==> config.mk <==
export PLATFORM = sky130hd
export DESIGN_NAME = key_event_queue
export DESIGN_NICKNAME = d
export VERILOG_FILES = /design/src/rtl/key_event_queue.sv
export SDC_FILE = /design/constraint.sdc
export NUM_CORES = 1
export LEC_CHECK = 0
export BUFFER_PORTS_ARGS = -buffer_cell sky130_fd_sc_hd__buf_2
export CAP_MARGIN = 15
export CORE_AREA = 3 3 181 183
export DETAILED_ROUTE_END_ITERATION = 7
export DIE_AREA = 0 0 184 186
export PLACE_DENSITY = 0.57
export SYNTH_ARGS = -nofsm -noshare
export SYNTH_HDL_FRONTEND = slang
export SYNTH_SLANG_ARGS = --single-unit
==> constraint.sdc <==
create_clock -name Clk -period 2.3 [get_ports Clk]
set_input_delay 0.115 -clock Clk [delete_from_list [all_inputs] [get_ports Clk]]
set_output_delay 0.115 -clock Clk [all_outputs]
set_load 0.02 [all_outputs]
==> src/rtl/key_event_queue.sv <==
// key_event_queue: watches a packed USB keycode word for programmable keys and
// queues press / release / auto-repeat events into a first-word-fall-through FIFO.
module key_event_queue #(
  parameter int NUM_SLOTS    = 2,
  parameter int NUM_WATCH    = 8,
  parameter int FIFO_DEPTH   = 8,
  parameter int REPEAT_EN    = 1,
  parameter int REPEAT_DELAY = 30,
  parameter int REPEAT_RATE  = 6
) (
  input  logic                          Clk,
  input  logic                          Reset_n,
  input  logic [8*NUM_SLOTS-1:0]        keycode,
  input  logic                          frame_clk,
  input  logic [8*NUM_WATCH-1:0]        watch_codes,
  output logic [NUM_WATCH-1:0]          pressed,
  output logic                          evt_valid,
  output logic [7:0]                    evt_code,
  output logic [1:0]                    evt_type,
  input  logic                          evt_ready,
  output logic [$clog2(FIFO_DEPTH):0]   fifo_count,
  output logic                          overflow,
  input  logic                          clr_overflow
);

  localparam int PW   = $clog2(FIFO_DEPTH);
  localparam int CW   = PW + 1;
  localparam int RMAX = (REPEAT_DELAY > REPEAT_RATE) ? REPEAT_DELAY : REPEAT_RATE;
  localparam int RW   = $clog2(RMAX + 1);
  localparam int GW   = (NUM_WATCH > 1) ? $clog2(NUM_WATCH) : 1;

  typedef enum logic [1:0] {
    EVT_NONE    = 2'b00,
    EVT_PRESS   = 2'b01,
    EVT_RELEASE = 2'b10,
    EVT_REPEAT  = 2'b11
  } evt_kind_e;

  logic [NUM_WATCH-1:0] cur;
  logic [NUM_WATCH-1:0] press_edge;
  logic [NUM_WATCH-1:0] release_edge;
  logic [NUM_WATCH-1:0] rep_hit;
  logic [NUM_WATCH-1:0] pvalid;
  logic [NUM_WATCH-1:0] taken;
  evt_kind_e            ptype [NUM_WATCH];
  logic [RW-1:0]        rcnt  [NUM_WATCH];

  logic          fs_meta, fs_sync, fs_prev, tick;
  logic [GW-1:0] grant;
  logic          any_pend, full, push, pop, ovf_set;
  logic [7:0]    push_code;
  logic [9:0]    mem [FIFO_DEPTH];
  logic [PW-1:0] wr_ptr, rd_ptr;

  // Match each watched code against every keycode slot; code 0x00 disables an index
  always_comb begin
    cur = '0;
    for (int unsigned i = 0; i < NUM_WATCH; i++) begin
      if (watch_codes[8*i +: 8] != 8'h00) begin
        for (int unsigned s = 0; s < NUM_SLOTS; s++) begin
          if (keycode[8*s +: 8] == watch_codes[8*i +: 8]) cur[i] = 1'b1;
        end
      end
    end
  end

  assign press_edge   = cur & ~pressed;
  assign release_edge = ~cur & pressed;

  // Registered key bitmap
  always_ff @(posedge Clk or negedge Reset_n) begin
    if (!Reset_n) pressed <= '0;
    else          pressed <= cur;
  end

  // Synchronise frame_clk and keep the previous synced value for edge detection
  always_ff @(posedge Clk or negedge Reset_n) begin
    if (!Reset_n) begin
      fs_meta <= 1'b0;
      fs_sync <= 1'b0;
      fs_prev <= 1'b0;
    end else begin
      fs_meta <= frame_clk;
      fs_sync <= fs_meta;
      fs_prev <= fs_sync;
    end
  end

  assign tick = fs_sync & ~fs_prev;

  // A repeat fires on the tick that finds a held key's counter at 1
  always_comb begin
    rep_hit = '0;
    for (int unsigned i = 0; i < NUM_WATCH; i++) begin
      rep_hit[i] = (REPEAT_EN != 0) && tick && cur[i] && pressed[i] && (rcnt[i] == RW'(1));
    end
  end

  // Per-key repeat counters: load on press, clear when not held, count down on ticks
  always_ff @(posedge Clk or negedge Reset_n) begin
    if (!Reset_n) begin
      for (int unsigned i = 0; i < NUM_WATCH; i++) rcnt[i] <= '0;
    end else begin
      for (int unsigned i = 0; i < NUM_WATCH; i++) begin
        if (REPEAT_EN == 0)           rcnt[i] <= '0;
        else if (press_edge[i])       rcnt[i] <= RW'(REPEAT_DELAY);
        else if (!cur[i])             rcnt[i] <= '0;
        else if (tick) begin
          if (rep_hit[i])             rcnt[i] <= RW'(REPEAT_RATE);
          else if (rcnt[i] != '0)     rcnt[i] <= rcnt[i] - RW'(1);
        end
      end
    end
  end

  // Lowest-index pending slot wins the single push per cycle
  always_comb begin
    grant    = '0;
    any_pend = 1'b0;
    for (int unsigned i = NUM_WATCH; i > 0; i--) begin
      if (pvalid[i-1]) begin
        grant    = GW'(i - 1);
        any_pend = 1'b1;
      end
    end
  end

  assign full      = (fifo_count == CW'(FIFO_DEPTH));
  assign pop       = evt_valid & evt_ready;
  assign push      = any_pend & (~full | pop);
  assign push_code = watch_codes[8*grant +: 8];

  // A slot being pushed this cycle is free, so a new edge on it is not an overwrite
  always_comb begin
    taken = '0;
    for (int unsigned i = 0; i < NUM_WATCH; i++) taken[i] = push && (grant == GW'(i));
    ovf_set = |((press_edge | release_edge) & pvalid & ~taken);
  end

  // Pending slots: edges overwrite, repeats only fill an empty slot, push clears
  always_ff @(posedge Clk or negedge Reset_n) begin
    if (!Reset_n) begin
      pvalid <= '0;
      for (int unsigned i = 0; i < NUM_WATCH; i++) ptype[i] <= EVT_NONE;
    end else begin
      for (int unsigned i = 0; i < NUM_WATCH; i++) begin
        if (press_edge[i] || release_edge[i]) begin
          pvalid[i] <= 1'b1;
          ptype[i]  <= press_edge[i] ? EVT_PRESS : EVT_RELEASE;
        end else if (rep_hit[i] && !(pvalid[i] && !taken[i])) begin
          pvalid[i] <= 1'b1;
          ptype[i]  <= EVT_REPEAT;
        end else if (taken[i]) begin
          pvalid[i] <= 1'b0;
        end
      end
    end
  end

  // Sticky overflow flag; clear takes priority over a same-cycle set
  always_ff @(posedge Clk or negedge Reset_n) begin
    if (!Reset_n)          overflow <= 1'b0;
    else if (clr_overflow) overflow <= 1'b0;
    else if (ovf_set)      overflow <= 1'b1;
  end

  // FIFO storage, entry = {code, type}
  always_ff @(posedge Clk) begin
    if (push) mem[wr_ptr] <= {push_code, ptype[grant]};
  end

  // FIFO pointers and occupancy
  always_ff @(posedge Clk or negedge Reset_n) begin
    if (!Reset_n) begin
      wr_ptr     <= '0;
      rd_ptr     <= '0;
      fifo_count <= '0;
    end else begin
      if (push) wr_ptr <= wr_ptr + PW'(1);
      if (pop)  rd_ptr <= rd_ptr + PW'(1);
      case ({push, pop})
        2'b10:   fifo_count <= fifo_count + CW'(1);
        2'b01:   fifo_count <= fifo_count - CW'(1);
        default: fifo_count <= fifo_count;
      endcase
    end
  end

  // Head presentation; outputs read as zero while empty
  always_comb begin
    evt_valid = (fifo_count != '0);
    evt_code  = '0;
    evt_type  = '0;
    if (evt_valid) begin
      evt_code = mem[rd_ptr][9:2];
      evt_type = mem[rd_ptr][1:0];
    end
  end

endmodule

==> results.cfg, run 1 <==
[grt]
grt_pass1_vias = 9288
grt_start_max_net_pins = 45
grt_remaining_overflow = 0
track_usage_pct = 20.26
grt_pass1_wl_um = 53360
antenna_found_initial = 5

[routing]
vias = 9428
top_layer_used = met5
met3_length_um = 1779
met1_length_um = 14500
wl_per_cell_um = 20.17
drtAntennaViolNets = 0
dr.first_iter.drc_count = 569
drtPass1Iterations = 5
vias_per_cell = 5.497
wl_met2_um = 17050
drcViolationCount = 0
wl_um = 34600

[outcome]
violations = negative setup slack
outcome = finished, violations left

[worst_setup_path]
crit_arrival_ns = 2.66
cp.required_ns = 2.65
crit_type = reg -> reg
worst_setup_path_end_kind = flop
start_kind = flop
cp_max_fo = 4

[placed_design]
gp_congestion = 0.9490
dpl_cell_area_um2 = 12950
port_buffers = 108
dp_hpwl_um = 26140

[cts]
clk_pin_slew_ns = 0.07
htreeDepth = 4
clockBufferDepth = 2
cts_tree = yes
cts_buffers = 17
clock-root-buffer = clkbuf_16
clock-sinks = 166
clk_latency_ns = 0.43

[synth]
ys_top_cells_by_count = xor2_1, dfrtp_1, edfxtp_1, nand2_1, inv_1
synth_top_flop_cell = dfrtp_1
yosys-top-cells-area = edfxtp_1, dfrtp_1, xor2_1, ha_1, mux4_2
syn_nets = 1202
yosysMostFrequentCell = xor2_1
synthXorXnorAreaFrac_pct = 10.82
synthCells = 1064
syn_area_um2 = 10920
synth_simple_gate_area_share_pct = 15.22
synth_edf_count = 80
synth_cell_types = 75
synthArstFlopShare_pct = 51.81
syn_avg_cell_area_um2 = 10.27
yosys.area.top_type = edfxtp_1
synth-seq-cells = 166
synth_compound_area_share_pct = 14.18
synth_top_area_share_pct = 21.99
synthAdderAreaFrac_pct = 6.140
yosysWarnings = 0
synthMuxAreaShare_pct = 7.171
ys_seq_area_share_pct = 41.70
synth_top_family_by_area = simple AND/OR/NAND/NOR gates

[sta]
hold_viol_final = 0
skew_ns = 0.01308
clock.fmax_ghz = 0.4334
worst_slew_pin_slew_ns = 0.7345
fin_crit_sh_pct = 100.3
relSlewSlack_pct = 50.98
layout_setup_ws_ns = -0.007113
min_period_ns = 2.307
rsz0062_at_grt = true
finalSetupViolCount = 1
tns_ns = -0.007113
final_max_slew_viol_count = 0

[die]
start_util_pct = 34.79
die-area_um2 = 34220
die_h_um = 186
io_pins = 109
die_w_um = 184
coreArea_um2 = 31390
rows = 65

[power_and_ir_drop]
powerDensity_nw_per_um2 = 1001
leakage_uw = 0.005961
ir_drop_v = 0.0006259

[final_layout]
n_fill_cell = 2995
drive_gt1_share_pct = 29.69
nets = 1435
design_area_um2 = 13880
multi_input_area_um2 = 6178
utilization_pct = 44.20
seqCellArea_um2 = 4558
areaGrowthSynthToFinish_pct = 27.03

[job]
drv_cap = 0

[worst_hold_path]
hold_class = in -> reg
==> layer usage <==
metal	vias up	global-route usage (%)
li1	4413	-
met2	298	35.01
met3	87	3.928
met5	-	0
met4	4	7.318
met1	4626	25.33
==> through the flow <==
stage | worst slack (ns) | cells | power, uW | hold WS (ns)
floorplan | -0.02486 | 1064 | 8213 | -0.1806
global placement | -0.1644 | 1668 | 10580 | 0.1845
detailed placement | -0.1850 | 1668 | 10670 | 0.1861
CTS | -0.04881 | 1705 | 13540 | 0.008488
global route | -0.1133 | 1715 | 14700 | 0.02571
finish | -0.007113 | 1715 | 13890 | 0.02848
==> final cells by class <==
class / instances / share of cell area (%)
clock buffers: 21 / 3.174
repair buffers: 266 / 13.25
flip-flops and latches: 166 / 32.85
diodes: 3 / 0.05410
clock inverters: 11 / 0.7124
well taps: 402 / 3.625
multi-input cells: 779 / 44.53
inverters: 67 / 1.812
==> sequential cells by signal, indices dropped and copies added (netlist names), 3 cells and up <==
name        count
wr_ptr          3
ptype          16
fifo_count      4
pvalid          8
mem            80
rcnt           40
rd_ptr          3
pressed         8
==> final timing paths <==
| path | end | startpoint | slack (ns) | cells after the start |
|---|---|---|---|---|
| worst max register to register | fifo_count[3] | pvalid[5] | -0.007 | 9 |
| worst max-delay path | fifo_count[3] | pvalid[5] | -0.007 | 9 |
| max in group asynchronous | pvalid[2] | Reset_n | 1.38 | 3 |
| min in group asynchronous | rcnt[5] | Reset_n | 0.23 | 2 |
| worst min-delay path | rd_ptr[2] | evt_ready | 0.03 | 3 |
| worst min register to register | fs_sync | fs_meta | 0.35 | 0 |
==> cells in the final DEF, fill, tap and decap left out, types with 6 or more instances in the layout <==
cell	instances
a211o_1	7
a211oi_2	6
a21oi_1	22
a21oi_2	10
a221o_1	12
a22oi_1	7
buf_12	6
buf_2	107
buf_4	143
buf_6	7
clkbuf_16	17
dfrtp_1	83
edfxtp_1	80
ha_1	51
inv_1	65
mux2i_1	30
mux4_2	20
nand2_1	75
nand2b_1	13
nand3_1	24
nand3b_1	6
nand4_1	16
nor2_1	41
nor2b_1	7
nor3_1	38
nor4_1	38
o211ai_1	25
o21a_1	9
o21ai_0	37
o22ai_1	8
or4_1	9
xnor2_1	38
xor2_1	97
==> where the power goes <==
part           internal, uW  switching [uW]
Combinational          2940            3750
Clock                  1490            1190
Sequential             4220             294
Total                  8660            5230
==> timing repair <==
action	CTS	global route
hold buffers	3	0
pin swaps	8	15
resized for setup	13	50
endpoints found under the hold margin	44	0
gates cloned	0	1
buffers inserted	2	6
endpoints found under the setup margin	74	118
==> critical path, cell delays in order (launching register included) <==
cell,delay [ns]
dfrtp_2,0.42
or4_4,0.56
nor2_4,0.16
nand3_2,0.09
inv_2,0.09
ha_4,0.19
a21o_1,0.18
a21oi_2,0.14
mux2i_1,0.22
xor2_1,0.17
==> cells by family after synthesis <==
family,count (synthesis)
AND/OR/NAND/NOR,318
AO/OA/AOI/OAI,220
flip-flops,166
XOR/XNOR,135
buffers and inverters,119
multiplexers,53
adder cells (fa/ha/maj),53
Note: power is estimated with default switching activity, not from simulation.
==> inputs of run 2 (changes only) <==
--- a/config.mk
+++ b/config.mk
@@ -7,9 +7,10 @@
 export LEC_CHECK = 0
 export BUFFER_PORTS_ARGS = -buffer_cell sky130_fd_sc_hd__buf_2
 export CAP_MARGIN = 15
-export CORE_AREA = 3 3 181 183
+export CORE_AREA = 2 2 180 182
 export DETAILED_ROUTE_END_ITERATION = 7
-export DIE_AREA = 0 0 184 186
+export DIE_AREA = 0 0 182 184
+export HOLD_SLACK_MARGIN = 0.12
 export PLACE_DENSITY = 0.57
 export SYNTH_ARGS = -nofsm -noshare
 export SYNTH_HDL_FRONTEND = slang
==> run 2 against run 1 <==
  * The flow still finishes with violations (negative setup slack)
  * Total power up 1.3%
  * Cell area increased by 0.51%
  * First-iteration DRC count up 18%
  * Sequential share of layout area is 0.18 points lower
  * Sequential cell count stayed put
  * Critical path type unchanged
  * Largest cell class unchanged
  * Largest power group unchanged
==> results.cfg, run 2 (synthesis gave the netlist of run 1 again) <==
[power_and_ir_drop]
internal_power_uw = 8928
pwr-share-seq_pct = 32.1
ir_drop_v = 0.0006278
p_comb_share_pct = 47.0
power.share.switching_pct = 36.52
powerDensity_nw_per_um2 = 1008
clkPwrFrac_pct = 20.9
power.switching_uw = 5136
leakage_uw = 0.006018
report.power.total_uw = 14060

[grt]
busiest_layer = met2
grt_start_max_net_pins = 45
met2_usage_pct = 35.11
antenna_found_initial = 3
use_met3_pct = 3.328
track_usage_pct = 20.88
met1_usage_pct = 26.18
grt_pass1_wl_um = 53740
grt_pass1_vias = 9295
grt_remaining_overflow = 0

[cts]
clk_pin_slew_ns = 0.07
clk_latency_ns = 0.44
clockBufferDepth = 2
cts_tree = yes
clock-root-buffer = clkbuf_16
cts_buffers = 17
htreeDepth = 4
clock-sinks = 166

[final_layout]
multi_input_area_um2 = 6120
seqCellArea_um2 = 4556
final_cell_mix = buf_4, buf_2, xor2_1, dfrtp_1, edfxtp_1
nets = 1442
drive_gt1_share_pct = 29.38
n_fill_cell = 3014
reg_top3 = mem: 80 flops, rcnt: 40 flops, ptype: 16 flops
top_register = mem
areaGrowthSynthToFinish_pct = 27.67
largest_register_ffs = 80
design_area_um2 = 13950
mostFrequentLayoutCell = buf_4

[sta]
worst_slew_pin_slew_ns = 0.7135
finalSetupViolCount = 9
rsz0062_at_grt = true
hold_viol_final = 0
clock.fmax_ghz = 0.4230
min_period_ns = 2.364
skew_ns = 0.009398
fin_crit_sh_pct = 102.8
layout_setup_ws_ns = -0.06410
tns_ns = -0.4695
final_max_slew_viol_count = 0
relSlewSlack_pct = 52.43

[worst_setup_path]
cp.required_ns = 2.63
cp_max_fo = 5
r2r_start = pvalid[2]
r2r.worst_path.cells = 8
worst_setup_path_end_kind = flop
path_buf_inv = 2
crit_arrival_ns = 2.69
crit_type = reg -> reg
reg2reg_slack_ns = -0.06
crit_path_max_incr_delay_ns = 0.58
slowest_stage = or4_4
start_kind = flop
crit_family = simple AND/OR/NAND/NOR gates
regToRegEndpoint = fifo_count[2]
startpoint = pvalid[2]
path_cells = or4_4 > nor2_4 > nand3_2 > buf_4 > buf_6 > fa_2 > xnor2_1 > mux2_2

[routing]
wl_per_cell_um = 20.01
drtAntennaViolNets = 0
drtPass1Iterations = 6
drcViolationCount = 0
vias_per_cell = 5.490
wl_um = 34490
vias = 9460
dr.first_iter.drc_count = 674

[die]
rows = 65
die_w_um = 182
die-area_um2 = 33490
start_util_pct = 34.79
io_pins = 109
die_h_um = 184
coreArea_um2 = 31390

[worst_hold_path]
hold_class = in -> async

[placed_design]
port_buffers = 108
dpl_cell_area_um2 = 12960
dp_hpwl_um = 26320
gp_congestion = 0.9857

[job]
drv_cap = 0

[outcome]
violations = negative setup slack
outcome = finished, violations left
-- run 2: cell count changes in the layout (fill, tap and decap cells not counted), sizes merged --
cell / previous run / this run
bufinv: 1 / 3
clkinv: 3 / 4
dlygate4sd3: 3 / 4
buf: 263 / 269
diode: 3 / 4
clkbuf: 21 / 19
clkinvlp: 3 / 2
-- run 2: worst max-delay path by stage --
stage | endpoint | slack (ns) | cells past startpoint
2_1_floorplan | mem[1][0] | -0.02 | 6
3_3_place_gp | rcnt[34] | -0.13 | 11
3_5_place_dp | rcnt[34] | -0.11 | 11
4_1_cts | mem[0][6] | 0.003 | 8
5_1_grt | fifo_count[3] | -0.13 | 9
6_report | fifo_count[2] | -0.06 | 8
-- run 2: power by group through the flow --
stage	registers [uW]	clock network (uW)	logic, uW
4_1_cts	4510	3010	6180
3_5_place_dp	4570	0	6040
2_1_floorplan	4500	0	3720
6_report	4510	2940	6610
5_1_grt	4570	3150	7120
3_3_place_gp	4550	0	5970
-- run 2: cell type report --
class	count	area share, %
Inverter	67	1.803
Sequential cell	166	32.67
Clock buffer	19	3.104
Tap cell	402	3.607
Timing Repair Buffer	273	13.66
Multi-Input combinational cell	779	43.88
Clock inverter	13	1.202
Antenna cell	4	0.07177
-- run 2: stage by stage --
stage	util (%)	setup WS (ns)	std cells	hold WS, ns
detailed placement	41.29	-0.1119	1668	0.1846
CTS	43.57	0.002908	1710	0.2544
floorplan	-	-0.02486	1064	-0.1806
global placement	41.29	-0.1258	1668	0.1878
finish	44.42	-0.06410	1723	0.2364
global route	44.41	-0.1316	1721	0.2892
-- run 2: layer usage --
| metal | part of all wire [%] | wire (um) | up-vias |
|---|---|---|---|
| met5 | 0 | 0 | - |
| met1 | 42 | 14410 | 4631 |
| met4 | 4.6 | 1595 | 0 |
| met2 | 48 | 16700 | 308 |
| li1 | - | - | 4439 |
| met3 | 5.2 | 1780 | 82 |
-- run 2: what timing repair did --
| item | 4_1_cts | 5_1_grt |
|---|---|---|
| setup buffers | 6 | 8 |
| setup endpoints to repair | 69 | 89 |
| hold buffers | 4 | 0 |
| hold endpoints to repair | 48 | 0 |
| resized for setup | 7 | 36 |
| pin swaps | 11 | 19 |
==> inputs of run 3 (changes only) <==
--- a/config.mk
+++ b/config.mk
@@ -7,11 +7,11 @@
 export LEC_CHECK = 0
 export BUFFER_PORTS_ARGS = -buffer_cell sky130_fd_sc_hd__buf_2
 export CAP_MARGIN = 15
-export CORE_AREA = 2 2 180 182
+export CORE_AREA = 2 2 161 163
 export DETAILED_ROUTE_END_ITERATION = 7
-export DIE_AREA = 0 0 182 184
+export DIE_AREA = 0 0 163 165
 export HOLD_SLACK_MARGIN = 0.12
-export PLACE_DENSITY = 0.57
+export PLACE_DENSITY = 0.66
 export SYNTH_ARGS = -nofsm -noshare
 export SYNTH_HDL_FRONTEND = slang
 export SYNTH_SLANG_ARGS = --single-unit
==> constraint.sdc (replaced) <==
create_clock -name Clk -period 3.07 [get_ports Clk]
set_input_delay 0.1535 -clock Clk [delete_from_list [all_inputs] [get_ports Clk]]
set_output_delay 0.1535 -clock Clk [all_outputs]
set_load 0.02 [all_outputs]
==> run 3 against run 2 <==
  * Fmax shrank 13%
  * The run now ends clean
  * Clock power shrank 23%
  * Hold slack gained 0.084 ns
  * Wire length shrank 8.1%
  * Global-route usage grew 3.5 points
  * Clock skew grew 0.0056 ns
  * Critical endpoint is now fifo_count[3]
  * Clock-buffer cell count shrank 2
  * Core utilization grew 6.0 points
  * Critical path depth grew 1
  * First-iteration DRC count grew 59%
==> results.cfg, run 3 (synthesis gave the netlist of run 1 again) <==
[worst_hold_path]
hold_start = watch_codes[11]
hold_class = in -> reg

[job]
drv_cap = 0

[cts]
ctsResizeCount = 0
cts_tree = yes
cts_buffers = 17
clk_latency_ns = 0.44
clock-sinks = 166
clock-root-buffer = clkbuf_16
post_cts_buffers = 0
clockBufferDepth = 2
clk_pin_slew_ns = 0.08
htreeDepth = 4

[final_layout]
reg_top3 = mem: 80 flops, rcnt: 40 flops, ptype: 16 flops
nets = 1324
areaGrowthSynthToFinish_pct = 15.67
largest_register_ffs = 80
final_cell_mix = buf_2, xor2_1, dfrtp_1, nand2_1, edfxtp_1
n_fill_cell = 2291
top_register = mem
fin_cells = 1531
drive_gt1_share_pct = 18.85
mostFrequentLayoutCell = buf_2
design_area_um2 = 12630

[routing]
wl_per_cell_um = 20.71
wl_um = 31710
dr.first_iter.drc_count = 1071
drtAntennaViolNets = 0
drcViolationCount = 0
vias = 9047
vias_per_cell = 5.909
drtPass1Iterations = 5

[die]
die_h_um = 165
io_pins = 109
start_util_pct = 43.63
die-area_um2 = 26900
coreArea_um2 = 25040
rows = 58
die_w_um = 163

[placed_design]
placed_cells = 1493
port_buffers = 108
dp_hpwl_um = 23880
dpl_cell_area_um2 = 11960
gp_congestion = 1.017

[worst_setup_path]
cp_max_fo = 10
r2r_start = pvalid[4]
worst_setup_path_end_kind = flop
path_cells = or4_4 > nor2_1 > nand3_1 > inv_1 > ha_1 > a21o_1 > a21oi_1 > mux2i_1 > xor2_1
start_kind = flop
cp.required_ns = 3.44
slowest_stage = or4_4
crit_arrival_ns = 3.08
startpoint = pvalid[4]
crit_path_max_incr_delay_ns = 0.60
crit_type = reg -> reg

[sta]
tns_ns = 0
fin_crit_sh_pct = 88.42
relSlewSlack_pct = 25.62
min_period_ns = 2.715
worst_slew_pin_slew_ns = 1.112
holdWs_ns = 0.3201
hold_viol_final = 0
final_max_slew_viol_count = 0
skew_ns = 0.01503
rsz0062_at_grt = false
finalSetupViolCount = 0
clock.fmax_ghz = 0.3684

[outcome]
outcome = finished, final reports clean

[grt]
busiest_layer = met2
met2_usage_pct = 39.10
met1_usage_pct = 31.33
track_usage_pct = 24.43
grt_pass1_wl_um = 49880
antenna_found_initial = 1
grt_start_max_net_pins = 66
grt_pass1_vias = 8816
grt_remaining_overflow = 0
use_met3_pct = 5.726

[power_and_ir_drop]
powerDensity_nw_per_um2 = 760.9
leakage_uw = 0.005370
ir_drop_v = 0.0005683
[run 3: changes by cell type in the layout (fill, tap and decap cells not counted), moves of 3 or more]
cell and change:
buf_6 -5, a211oi_1 +6, buf_4 -105, nor3_1 +3, buf_12 -7, nor3_2 -3, a21oi_2 -10, a211oi_2 -6
a21oi_4 -3, clkinv_8 +5, a21oi_1 +13
[run 3: final cells by class]
cell class	instances	area (um2)	share of cell area, %
multi-input cells	779	5876	46.50
flip-flops and latches	166	4554	36.05
repair buffers	155	905.9	7.170
clock buffers	17	425.4	3.367
well taps	330	412.9	3.268
inverters	67	251.5	1.990
clock inverters	15	203.9	1.614
diodes	2	5.005	0.03961
[run 3: layer usage]
metal  vias up  wire length [um]
li1       4203                 -
met1      4361             13300
met2       390             14460
met3        93              2487
met4         0              1467
met5         -                 0
[run 3: per-stage QoR]
stage	utilization [%]	power, uW	setup WS, ns
global placement	47.77	7284	0.3468
detailed placement	47.77	7378	0.3258
global route	50.44	10160	0.2223
CTS	50.44	9648	0.3476
floorplan	-	6036	0.5181
finish	50.46	9614	0.3554
[run 3: timing repair]
| action | in CTS | in global routing |
|---|---|---|
| endpoints found under the setup margin | 0 | 0 |
| hold buffers | 4 | 0 |
| hold endpoints to repair | 67 | 0 |
[run 3: worst max-delay path, delay by kind of cell, from the launching register on]
family	cells	cell delay, ns
and+or+nand+nor	3	1.09
muxes	1	0.23
DFF	1	0.48
buffers and inverters	1	0.12
adders and majority gates	1	0.23
AOI/OAI and AO/OA	2	0.35
xor gates and xnor gates	1	0.15
[run 3: worst paths after layout]
| path | to | slack (ns) | depth (start not counted) |
|---|---|---|---|
| worst max register to register | fifo_count[3] | 0.36 | 9 |
| worst min-delay path | pressed[1] | 0.32 | 4 |
| min in group asynchronous | fs_meta | 0.36 | 2 |
| max in group asynchronous | pressed[1] | 1.99 | 3 |
| worst min register to register | fs_sync | 0.36 | 0 |
| worst max-delay path | fifo_count[3] | 0.36 | 9 |
[run 3: power by group]
group / internal [uW] / switching [uW]
clock network: 1190 / 1070
registers: 3160 / 251
logic: 1570 / 2380
